[config.mk]
export PLATFORM = sky130hd
export DESIGN_NAME = cavlc_dec
export DESIGN_NICKNAME = d
export VERILOG_FILES = /design/src/rtl/cavlc_pkg.sv /design/src/rtl/cavlc_izigzag.sv /design/src/rtl/cavlc_dec.sv
export SDC_FILE = /design/constraint.sdc
export NUM_CORES = 1
export LEC_CHECK = 0
export BUFFER_PORTS_ARGS = -buffer_cell sky130_fd_sc_hd__buf_2
export CORE_ASPECT_RATIO = 0.8
export CORE_MARGIN = 10
export CORE_UTILIZATION = 55
export CTS_BUF_LIST = sky130_fd_sc_hd__clkbuf_8
export DETAILED_ROUTE_END_ITERATION = 7
export GPL_TIMING_DRIVEN = 0
export MAX_ROUTING_LAYER = met4
export PLACE_DENSITY = 0.79
export SLEW_MARGIN = 40
export SYNTH_ARGS = -nofsm -noshare
export SYNTH_HDL_FRONTEND = slang
export SYNTH_SLANG_ARGS = --single-unit
[constraint.sdc]
create_clock -name clk -period 2.25 [get_ports clk]
set_input_delay 0.225 -clock clk [delete_from_list [all_inputs] [get_ports clk]]
set_output_delay 0.225 -clock clk [all_outputs]
set_load 0.02 [all_outputs]
[src/rtl/cavlc_pkg.sv]
// cavlc_pkg: shared constants, FSM states and the 4x4 zigzag table
// Used by the cavlc decoder (and the matching encoder scan).
package cavlc_pkg;

  localparam int NCOEF = 16;
  localparam int CW    = 8;
  localparam int CNTW  = 5;

  typedef enum logic [1:0] {
    IDLE    = 2'd0,
    COLLECT = 2'd1,
    REORDER = 2'd2,
    OUTPUT  = 2'd3
  } state_t;

  // scan index -> raster position
  function automatic int zz(input int k);
    case (k)
      0:  zz = 0;
      1:  zz = 1;
      2:  zz = 4;
      3:  zz = 8;
      4:  zz = 5;
      5:  zz = 2;
      6:  zz = 3;
      7:  zz = 6;
      8:  zz = 9;
      9:  zz = 12;
      10: zz = 13;
      11: zz = 10;
      12: zz = 7;
      13: zz = 11;
      14: zz = 14;
      15: zz = 15;
      default: zz = 0;
    endcase
  endfunction

endpackage

[src/rtl/cavlc_izigzag.sv]
// cavlc_izigzag: combinational inverse 4x4 zigzag
// i_scan byte k (scan order) -> o_raster byte zz(k) (raster order)
module cavlc_izigzag
  import cavlc_pkg::*;
(
  input  logic [NCOEF*CW-1:0] i_scan,
  output logic [NCOEF*CW-1:0] o_raster
);

  for (genvar k = 0; k < NCOEF; k++) begin : g_perm
    assign o_raster[zz(k)*CW +: CW] = i_scan[k*CW +: CW];
  end

endmodule

[src/rtl/cavlc_dec.sv]
// cavlc_dec: collect 16 scan-order bytes, inverse zigzag, emit raster block
// Ports: byte in (in_valid/in_ready/in_last), block out (out_valid/out_ready), err, stall.
module cavlc_dec
  import cavlc_pkg::*;
(
  input  logic                clk,
  input  logic                rst_n,
  input  logic                in_valid,
  input  logic [CW-1:0]       data_in,
  input  logic                in_last,
  output logic                in_ready,
  output logic [NCOEF*CW-1:0] block_out,
  output logic                out_valid,
  input  logic                out_ready,
  output logic                err,
  output logic                stall
);

  state_t              r_state;
  state_t              w_nxt;
  logic [CNTW-1:0]     r_cnt;
  logic [CW-1:0]       r_coef [NCOEF];
  logic [NCOEF*CW-1:0] w_scan;
  logic [NCOEF*CW-1:0] w_raster;
  logic [NCOEF*CW-1:0] r_block;
  logic                r_ovalid;
  logic                r_err;
  logic                w_in_rdy;
  logic                w_acc;
  logic                w_full;

  for (genvar k = 0; k < NCOEF; k++) begin : g_pack
    assign w_scan[k*CW +: CW] = r_coef[k];
  end

  cavlc_izigzag u_izz (
    .i_scan   (w_scan),
    .o_raster (w_raster)
  );

  assign w_acc  = in_valid && w_in_rdy;
  assign w_full = (r_cnt == CNTW'(NCOEF-1));

  always_ff @(posedge clk or negedge rst_n) begin
    if (!rst_n) r_state <= IDLE;
    else        r_state <= w_nxt;
  end

  always_comb begin
    w_nxt = r_state;
    unique case (r_state)
      IDLE, COLLECT: begin
        if (w_acc) begin
          if (w_full || in_last) w_nxt = REORDER;
          else                   w_nxt = COLLECT;
        end
      end
      REORDER: w_nxt = OUTPUT;
      OUTPUT:  if (out_ready) w_nxt = IDLE;
    endcase
  end

  always_comb begin
    w_in_rdy = 1'b0;
    stall    = 1'b1;
    unique case (r_state)
      IDLE: begin
        w_in_rdy = 1'b1;
        stall    = 1'b0;
      end
      COLLECT: w_in_rdy = 1'b1;
      default: ;
    endcase
  end

  // IDLE holds cnt==0, so it shares the COLLECT store path
  always_ff @(posedge clk or negedge rst_n) begin
    if (!rst_n) begin
      r_cnt    <= '0;
      r_block  <= '0;
      r_ovalid <= 1'b0;
      r_err    <= 1'b0;
      for (int i = 0; i < NCOEF; i++) r_coef[i] <= '0;
    end else begin
      r_err <= 1'b0;
      unique case (r_state)
        IDLE, COLLECT: begin
          if (w_acc) begin
            r_coef[r_cnt[3:0]] <= data_in;
            r_cnt <= r_cnt + CNTW'(1);
            if (w_full) begin
              r_err <= !in_last;
            end else if (in_last) begin
              r_err <= 1'b1;
              for (int i = 0; i < NCOEF; i++)
                if (CNTW'(i) > r_cnt) r_coef[i] <= '0;
            end
          end
        end
        REORDER: begin
          r_block  <= w_raster;
          r_ovalid <= 1'b1;
        end
        OUTPUT: begin
          if (out_ready) begin
            r_ovalid <= 1'b0;
            r_cnt    <= '0;
            for (int i = 0; i < NCOEF; i++) r_coef[i] <= '0;
          end
        end
      endcase
    end
  end

  assign in_ready  = w_in_rdy;
  assign block_out = r_block;
  assign out_valid = r_ovalid;
  assign err       = r_err;

endmodule

Yosys cells after proc, flatten, opt, wreduce, memory -nomap -nowiden. Index checks and enable logic that the tools add are counted.

Flip-flop bits (word level): 265. Output and inout port bits: 132. Logic and storage cells: 97.

Add/subtract/negate cells: 1. Magnitude comparators: 18. Equal/unequal tests: 6. Muxes and demuxes: 39. Bitwise logic cells: 1. Reduce and logical (&&, ||, !) cells: 11.

Operators by type and width (count): $mux W128 (4); $pmux W128 S2 (1); $mux W8 (17); $bwmux W128 (1); $gt A4 B5 Y1 const A (8); $demux W8 S4 (1); $gt A3 B5 Y1 const A (4); $gt A1 B5 Y1 const A (2); $gt A2 B5 Y1 const A (2); $mux W5 (2); $pmux W5 S2 (1); $mux W1 (7); $mux W2 (3); $pmux W2 S3 (1); $add A5 B1 Y5 const B (1); $eq A5 B4 Y1 const B (1); $ge A5 B5 Y1 const B (1); $lt A5 B1 Y1 const B (1); $not A4 Y5 (1); $eq A2 B2 Y1 const B (2); $reduce_and A2 Y1 (2); $reduce_bool A2 Y1 (2); $reduce_and A3 Y1 (1); $eq A2 B1 Y1 const B (1); other kinds (8) (9).

Depth between registers and ports, before layout. Gate-level depths: netlist (run 1).

Depth after elaboration: 11. Depth in mapped cells: 8.

Hierarchy. From an unflattened synthesis (run 1), not the netlist that was laid out.

Cell total of the unflattened synthesis: 1287. Area, all modules: 13857.0 µm².

Modules (own cells, without submodules): cavlc_dec (instances 1, cells an instance 1159, area each 12896.1 µm², seq. area each 6631.4 µm²); cavlc_izigzag (instances 1, cells an instance 128, area each 960.9 µm², seq. area each 0.0 µm²).

Worst setup path before layout (run 1). OpenSTA, ideal clock, no wires.

Path type: reg-to-reg. From: register r_cnt[0]. To: register r_coef[72] (netlist bit). Setup time: 163 ps. Arrival time: 1956 ps. Required time: 2087 ps. Setup slack: 131 ps. Cell stages (with the launch flop): 8. Buffers on the path: 2. Path through: dfrtp_1 -> clkbuf_1 -> inv_1 -> ha_1 -> clkbuf_1 -> a21o_1 -> a222oi_1 -> a31oi_1.

Cells in the longest elaborated chain, start to end: 11. Elaborated cells between the ends (all ways): 14. Classes of those cells: 3 x order compare; 1 x eq/ne; 8 x mux; 1 x bitwise; 1 x reduce/logical.

Ends and longest elaborated chain: start, declared (line cavlc_dec.sv:21) `logic [CNTW-1:0] r_cnt;`; start signal, assigned (line cavlc_dec.sv:90) `r_cnt <= r_cnt + CNTW'(1);`; $not A4 Y5 (implied by the code) (line cavlc_dec.sv:89) `r_coef[r_cnt[3:0]] <= data_in;`; $ge A5 B5 Y1 (implied by the code) or $lt A5 B1 Y1 (tied branches) (line cavlc_dec.sv:89); $logic_and A1 B1 Y1 (implied by the code) (line cavlc_dec.sv:89); $mux W8 (implied by the code) (line cavlc_dec.sv:89); $demux W8 S4 (line cavlc_dec.sv:89); $bwmux W128 (line cavlc_dec.sv:89); $mux W8 (line cavlc_dec.sv:96) `if (CNTW'(i) > r_cnt) r_coef[i] <= '0;`; $mux W128 (line cavlc_dec.sv:93) `end else if (in_last) begin`; $mux W128 (*) (line cavlc_dec.sv:91) `if (w_full) begin`; $mux W128 (*) (line cavlc_dec.sv:88) `if (w_acc) begin`; $pmux W128 S2 (*) (line cavlc_dec.sv:86) `unique case (r_state)`; end signal, assigned by index (line cavlc_dec.sv:89); end, declared (line cavlc_dec.sv:22) `logic [CW-1:0] r_coef [NCOEF];`.

Every way passes the cells marked *; elsewhere a longest branch is shown, timed or not. The select of a mux whose other input is x is not followed. A chain may end at the register's enable or synchronous reset.

Worst setup path in the final report (run 1).
From: register r_cnt[1]. To: register r_coef[116] (netlist bit).

Same word-level chain as after synthesis.

==> metrics.csv, run 1 <==
stage;metric;value;unit
timing;timing.final.ws_setup;-33.9;ps
power;ir_drop;0.00103;V
synth;synthesis.area;0.0130;sq mm
synth;yosysWarnings;0;
synth;synth_edf_count;0;
clocking;worstSkewPairLatency;560;ps
synth;avgSynthCellArea;11.2;sq um
route;ant_nets;0;
setup_path;slowest_delay;430;ps
route;drc;0;
synth;synth-async-reset-ratio;100;%
floorplan;core-area;0.0233;sq mm
synth;postSynthCellCount;1166;
run;drv_cap;0;
route;wire_per_inst;26.1;um
placement;hpwl;30400;um
layout;nets;1372;
route;vias;12087;
layout;nFillCells;1797;
setup_path;worstPathCellList;clkbuf_2 -> inv_1 -> ha_2 -> inv_1 -> clkbuf_4 -> o31ai_1 -> a32oi_1;
floorplan;dieArea;0.0303;sq mm
status;outcome;finished, violations left;
synth;synthDistinctLibCells;44;
timing;worst_hold_slack;105;ps
timing;post-route-period-util;102;%
floorplan;pin_count;145;
timing;max_slew.worst_pin.slew;972;ps
route;first_iter_violations;1906;
global_routing;grtUsageTotal;29.3;%
timing;slew-limit-headroom;35.2;%
route;routed_wl;44500;um
setup_path;worstRegToRegCells;7;
power;fin_total_pwr;26200;uW
placement;gp_congestion;1.02;
floorplan;start_util;55.8;%
timing;drv_slew;0;
power;leakagePower;0.00621;uW
setup_path;required;2670;ps
synth;ys_top_cells_by_area;dfrtp_1 51%, mux2_2 11%, o2111ai_1 8.6%;
clocking;path_clk_slew;70;ps
layout;final_cell_mix;265 x dfrtp_1, 178 x buf_2, 128 x o2111ai_1, 128 x mux2_2, 122 x nand3_1;
synth;synth.largest_area_cell;dfrtp_1;
status;violations;setup timing;
timing;setup_viol;4;
timing;fin_crit;2280;ps
synth;synth_top_area_share;50.9;%
timing;max_freq;438;MHz
clocking;root_buffer;clkbuf_8;
global_routing;grt_max_degree;71;
setup_path;cpLargestDelayFamily;buffers and inverters;
floorplan;fp-row-count;50;
timing;tns;-87.5;ps
clocking;cts_made_buffers;43;
clocking;cts_tree;built;
setup_path;critPathArrivalTime;2700;ps
setup_path;path_class;reg -> reg;
layout;syn2layout_area_growth;17.2;%
timing;rsz0062_at_grt;yes;
setup_path;cpMostUsedCell;inv_1;
clocking;cts_sinks;265;
floorplan;die_w;192;um
layout;final_common_cell;dfrtp_1;
layout;drive_gt1_share;30.1;%
floorplan;die_h;158;um
synth;synth_seq_area_share;50.9;%
placement;io_buffers;136;
route;routed_via_density;7.10;
synth;synth-main-ff-cell;dfrtp_1;
route;first_pass_iters;6;
global_routing;grt_pass1_vias;11741;
global_routing;grt_antenna_before_repair;2;
placement;dpl_worst_slack;-480;ps
setup_path;cp_max_fo;10;
setup_path;cp-end-kind;register;
clocking;clock_path_buffers;3;
clocking;htreeDepth;2;
global_routing;grt_first_pass_wirelength;68000;um
worst_hold_path;hold_depth;3;
timing;skew;22.5;ps
synth;syn_nets;1184;
setup_path;start_kind;register;
setup_path;cp.depth;7;
power;powerDensity;1720;mW/mm^2
timing;finalHoldViolations;0;
synth;synth_seq_cells;265;
global_routing;grt_overflow;0;
worst_hold_path;worstHoldPathType;in -> reg;
setup_path;crit_slowest_cell;dfrtp_1;
setup_path;critPathBufInv;4;
where the power goes:
part	total, uW	switching (uW)	internal [uW]
Sequential	9010	1750	7260
Clock	4530	2000	2530
Combinational	12700	8060	4630
Total	26200	11800	14400
worst min-delay path: cells and delay by family:
family	cells	cell delay, ps
buffers and inverters	1	140
AOI/OAI and AO/OA	2	260
worst paths after layout:
path                                  startpoint                        end  slack, ps
setup / recovery            r_cnt[1]$_DFFE_PN0P_    r_coef[116]$_DFFE_PN0P_        -30
max in group asynchronous                  rst_n  block_out[19]$_DFFE_PN0P_       1310
min in group asynchronous                  rst_n  block_out[60]$_DFFE_PN0P_        190
setup reg to reg            r_cnt[1]$_DFFE_PN0P_    r_coef[116]$_DFFE_PN0P_        -30
hold reg to reg            out_valid$_DFFE_PN0P_      out_valid$_DFFE_PN0P_        480
hold / removal                         out_ready       r_cnt[3]$_DFFE_PN0P_        110
state kept, by name, indices dropped and copies added (netlist names):
name and flops:
block_out 128, err 1, out_valid 1, r_cnt 5, r_coef 128, r_state 2
repair_timing:
item / 4_1_cts / 5_1_grt
pin swaps: 1 / 0
hold endpoints to repair: 58 / 0
setup buffers: 1 / 1
endpoints found under the setup margin: 123 / 88
gates cloned: 0 / 0
resized for setup: 21 / 21
hold buffers: 2 / 0
Yosys cell counts (2+ instances only):
library cell,count
mux2_2,128
a21oi_1,2
o311ai_2,3
and3_1,2
nor2b_1,12
a311oi_1,8
nand2b_1,6
o21ai_1,17
inv_1,7
o2111ai_1,128
o211ai_1,2
a21boi_0,10
o21ai_0,80
a32oi_1,114
o31ai_1,32
dfrtp_1,265
buf_2,38
clkbuf_1,120
buf_1,11
ha_1,5
nand3_1,122
a31oi_1,16
nand2_1,10
o21ai_2,3
and2_1,4
a21o_1,2
a222oi_1,2
kinds of logic after synthesis:
logic type	count (synthesis)	share of synthesized area (%)
muxes	129	11.1
DFF	265	50.9
buffers and inverters	177	5.47
adders and majority gates	5	0.480
AOI/OAI and AO/OA	425	25.3
and+or+nand+nor	165	6.69
area by class of cell:
| cell class | instances | area [sq um] | share of cell area, % |
|---|---|---|---|
| sequential | 265 | 6630 | 43.5 |
| tap | 312 | 390 | 2.56 |
| inverter | 8 | 30.0 | 0.197 |
| clock buffer | 58 | 798 | 5.23 |
| buffer | 166 | 706 | 4.63 |
| antenna | 3 | 7.51 | 0.0492 |
| timing repair buffer | 146 | 823 | 5.40 |
| clock inverter | 20 | 138 | 0.902 |
| multi-input combinational | 724 | 5730 | 37.6 |
routing by layer:
layer  GRT usage [%]  up-vias  part of all wire (%)
li1                -     5060                     -
met1            39.1     5947                    40
met2            42.1      891                    43
met3            7.08      189                    12
met4            12.7        0                   4.5
met5               -        -                     0
through the flow:
| step | std cells | utilization, % | instance area, sq um |
|---|---|---|---|
| 5_1_grt | 1701 | 65.4 | 15300 |
| 3_3_place_gp | 1614 | 60.4 | 14100 |
| 4_1_cts | 1699 | 65.1 | 15200 |
| 2_1_floorplan | 1166 | - | 13000 |
| 6_report | 1702 | 65.4 | 15300 |
| 3_5_place_dp | 1620 | 60.9 | 14200 |
No activity file was read; power rests on OpenSTA's default activity.
==> run 2, diff against run 1 <==
CORE_ASPECT_RATIO = unset   (was 0.8)
CORE_UTILIZATION = 56   (was 55)
PLACE_DENSITY = 0.77   (was 0.79)
clock period = 2.71 ns   (was 2.25 ns; I/O delays follow)
==> run 2 against run 1 <==
Against the previous run:
- the flow now finishes without violations
- die area down 1.7%
- combinational power down 20%
- power is 19% lower
- via count is 2.4% lower
- sequential cell count unchanged
- register-to-register slack better by 80 ps
- highest routed layer unchanged
- first-iteration DRC count decreased by 10%
- clock-buffer cell count decreased by 3
- clock skew decreased by 0.51 ps
- maximum frequency shrank 14%
- largest cell class unchanged
- wire length is 6.1% lower
- final cell count about the same
==> metrics.csv, run 2 (synthesized netlist as in run 1, its figures left out) <==
stage;metric;value;unit
route;vias;11799;
setup_path;reg2reg_setup_slack;40;ps
timing;setup_viol;0;
power;leakagePower;0.00613;uW
placement;hpwl;29000;um
setup_path;worstRegToRegCells;8;
worst_hold_path;whs_endpoint;r_cnt[1]$_DFFE_PN0P_;
route;wl_met2;18900;um
timing;finalHoldViolations;0;
worst_hold_path;worstHoldPathType;in -> reg;
layout;final_util;66.5;%
global_routing;grt_overflow;0;
floorplan;pin_count;145;
power;sw_frac_of_total;44.8;%
setup_path;start_kind;register;
clocking;path_clk_slew;60;ps
floorplan;start_util;57.2;%
global_routing;grt_first_pass_wirelength;65300;um
clocking;worstSkewPairLatency;570;ps
clocking;cts_tree;built;
route;wl_met1;16400;um
layout;fin_cells;1703;
floorplan;die_h;172;um
route;first_pass_iters;8;
layout;nets;1374;
layout;final_cell_mix;265 x dfrtp_1, 175 x buf_2, 128 x o2111ai_1, 128 x mux2_2, 122 x nand3_1;
setup_path;cp-end-kind;register;
route;routed_via_density;6.93;
setup_path;path_class;reg -> reg;
worst_hold_path;min-delay-start;in_valid;
layout;nFillCells;1783;
timing;max_freq;375;MHz
clocking;cts_made_buffers;43;
power;powerDensity;1400;mW/mm^2
run;drv_cap;0;
floorplan;fp-row-count;55;
layout;drive_gt1_share;28.0;%
timing;fin_crit;2670;ps
clocking;clock_path_buffers;3;
setup_path;reg2reg_to;r_coef[87]$_DFFE_PN0P_;
timing;slew-limit-headroom;37.3;%
clocking;root_buffer;clkbuf_8;
layout;syn2layout_area_growth;16.3;%
global_routing;grt_max_degree;68;
power;internal-power;11700;uW
power;combPwrFrac;48.1;%
floorplan;die_w;172;um
route;routed_wl;41800;um
floorplan;dieArea;0.0297;sq mm
timing;drv_slew;0;
layout;multi_input_comb_area;0.00568;sq mm
placement;io_buffers;136;
route;drc;0;
route;wire_per_inst;24.5;um
power;ir_drop;0.000786;V
route;ant_nets;0;
layout;final_common_cell;dfrtp_1;
power;clockPowerShare;16.8;%
status;outcome;finished clean;
timing;max_slew.worst_pin.slew;941;ps
route;highest-signal-layer;met4;
clocking;htreeDepth;2;
layout;final-seq-area;0.00663;sq mm
power;pwr-share-seq;35.1;%
clocking;cts_sinks;265;
power;fin_total_pwr;21200;uW
setup_path;critPathArrivalTime;3140;ps
worst_hold_path;hold_depth;3;
route;first_iter_violations;1709;
route;wl_met3;4440;um
power;p_sw;9490;uW
timing;post-route-period-util;98.3;%
global_routing;grt_pass1_vias;11661;
global_routing;grt_antenna_before_repair;1;
timing;tns;0;ps
timing;rsz0062_at_grt;no;
setup_path;required;3190;ps
placement;dp_cells;1621;
placement;gp_congestion;0.988;
setup_path;timing.rr.start;r_cnt[1]$_DFFE_PN0P_;
floorplan;core-area;0.0228;sq mm
global_routing;grtUsageTotal;28.6;%
timing;skew;22.0;ps
setup_path;cp_max_fo;10;
==> run 2: cell count changes in the layout (fill, tap and decap cells not counted), sizes merged <==
cell	before	now
clkbuf	177	175
dlygate4sd3	2	1
inv	18	21
clkinv	8	7
buf	191	193
bufinv	2	1
clkinvlp	0	2
diode	3	1
==> run 2: how the worst max path moves through the flow <==
stage / from / end / slack (ps) / depth (start not counted)
after floorplan: r_cnt[0]$_DFFE_PN0P_ / r_coef[72]$_DFFE_PN0P_ / 590 / 7
after global placement: rst_n / block_out[19]$_DFFE_PN0P_ / -3380 / 1
after detailed placement: r_cnt[0]$_DFFE_PN0P_ / r_coef[57]$_DFFE_PN0P_ / -10 / 7
after CTS: r_cnt[0]$_DFFE_PN0P_ / r_coef[73]$_DFFE_PN0P_ / 100 / 8
after global routing: r_cnt[1]$_DFFE_PN0P_ / r_coef[23]$_DFFE_PN0P_ / 9 / 8
final: r_cnt[1]$_DFFE_PN0P_ / r_coef[87]$_DFFE_PN0P_ / 40 / 8
==> run 2: cell type report <==
type / count / area share, %
Antenna cell: 1 / 0.0165
Sequential cell: 265 / 43.8
Clock buffer: 55 / 5.00
Timing Repair Buffer: 145 / 5.50
Clock inverter: 23 / 0.851
Tap cell: 313 / 2.59
Multi-Input combinational cell: 724 / 37.5
Inverter: 8 / 0.198
Buffer: 169 / 4.53
==> run 2: power groups by stage <==
stage	clock network (uW)	logic, uW	registers, uW
after global routing	3760	11000	7680
after detailed placement	0	9990	7440
final	3550	10200	7440
after CTS	3570	10100	7390
after global placement	0	9670	7330
after floorplan	0	5750	8220
==> run 2: metrics by stage <==
stage          setup WS, ps  hold WS, ps  cell area, sq um
5_1_grt                8.75         43.4             15100
3_5_place_dp          -10.4          163             14200
6_report               44.9         18.3             15100
3_3_place_gp          -3380          455             14100
4_1_cts                95.3         10.6             15100
2_1_floorplan           591        -24.6             13000
==> run 2: timing repair <==
action,4_1_cts,5_1_grt
hold endpoints to repair,134,0
endpoints found under the setup margin,3,6
hold buffers,1,0
pin swaps,0,1
gates resized for setup,1,2
buffers inserted,0,1
==> run 2: worst max-delay path: stages (launching register included) <==
cell and delay, ps:
dfrtp_1 370, clkbuf_1 340, inv_1 150, ha_1 200
clkbuf_1 210, inv_1 320, clkbuf_1 570, o21ai_0 190
a32oi_1 230
==> run 2: metal layers <==
metal,track usage (%),vias to the layer above
met5,-,-
met4,13.6,0
met3,6.57,177
met2,42.8,774
met1,36.3,5789
li1,-,5059
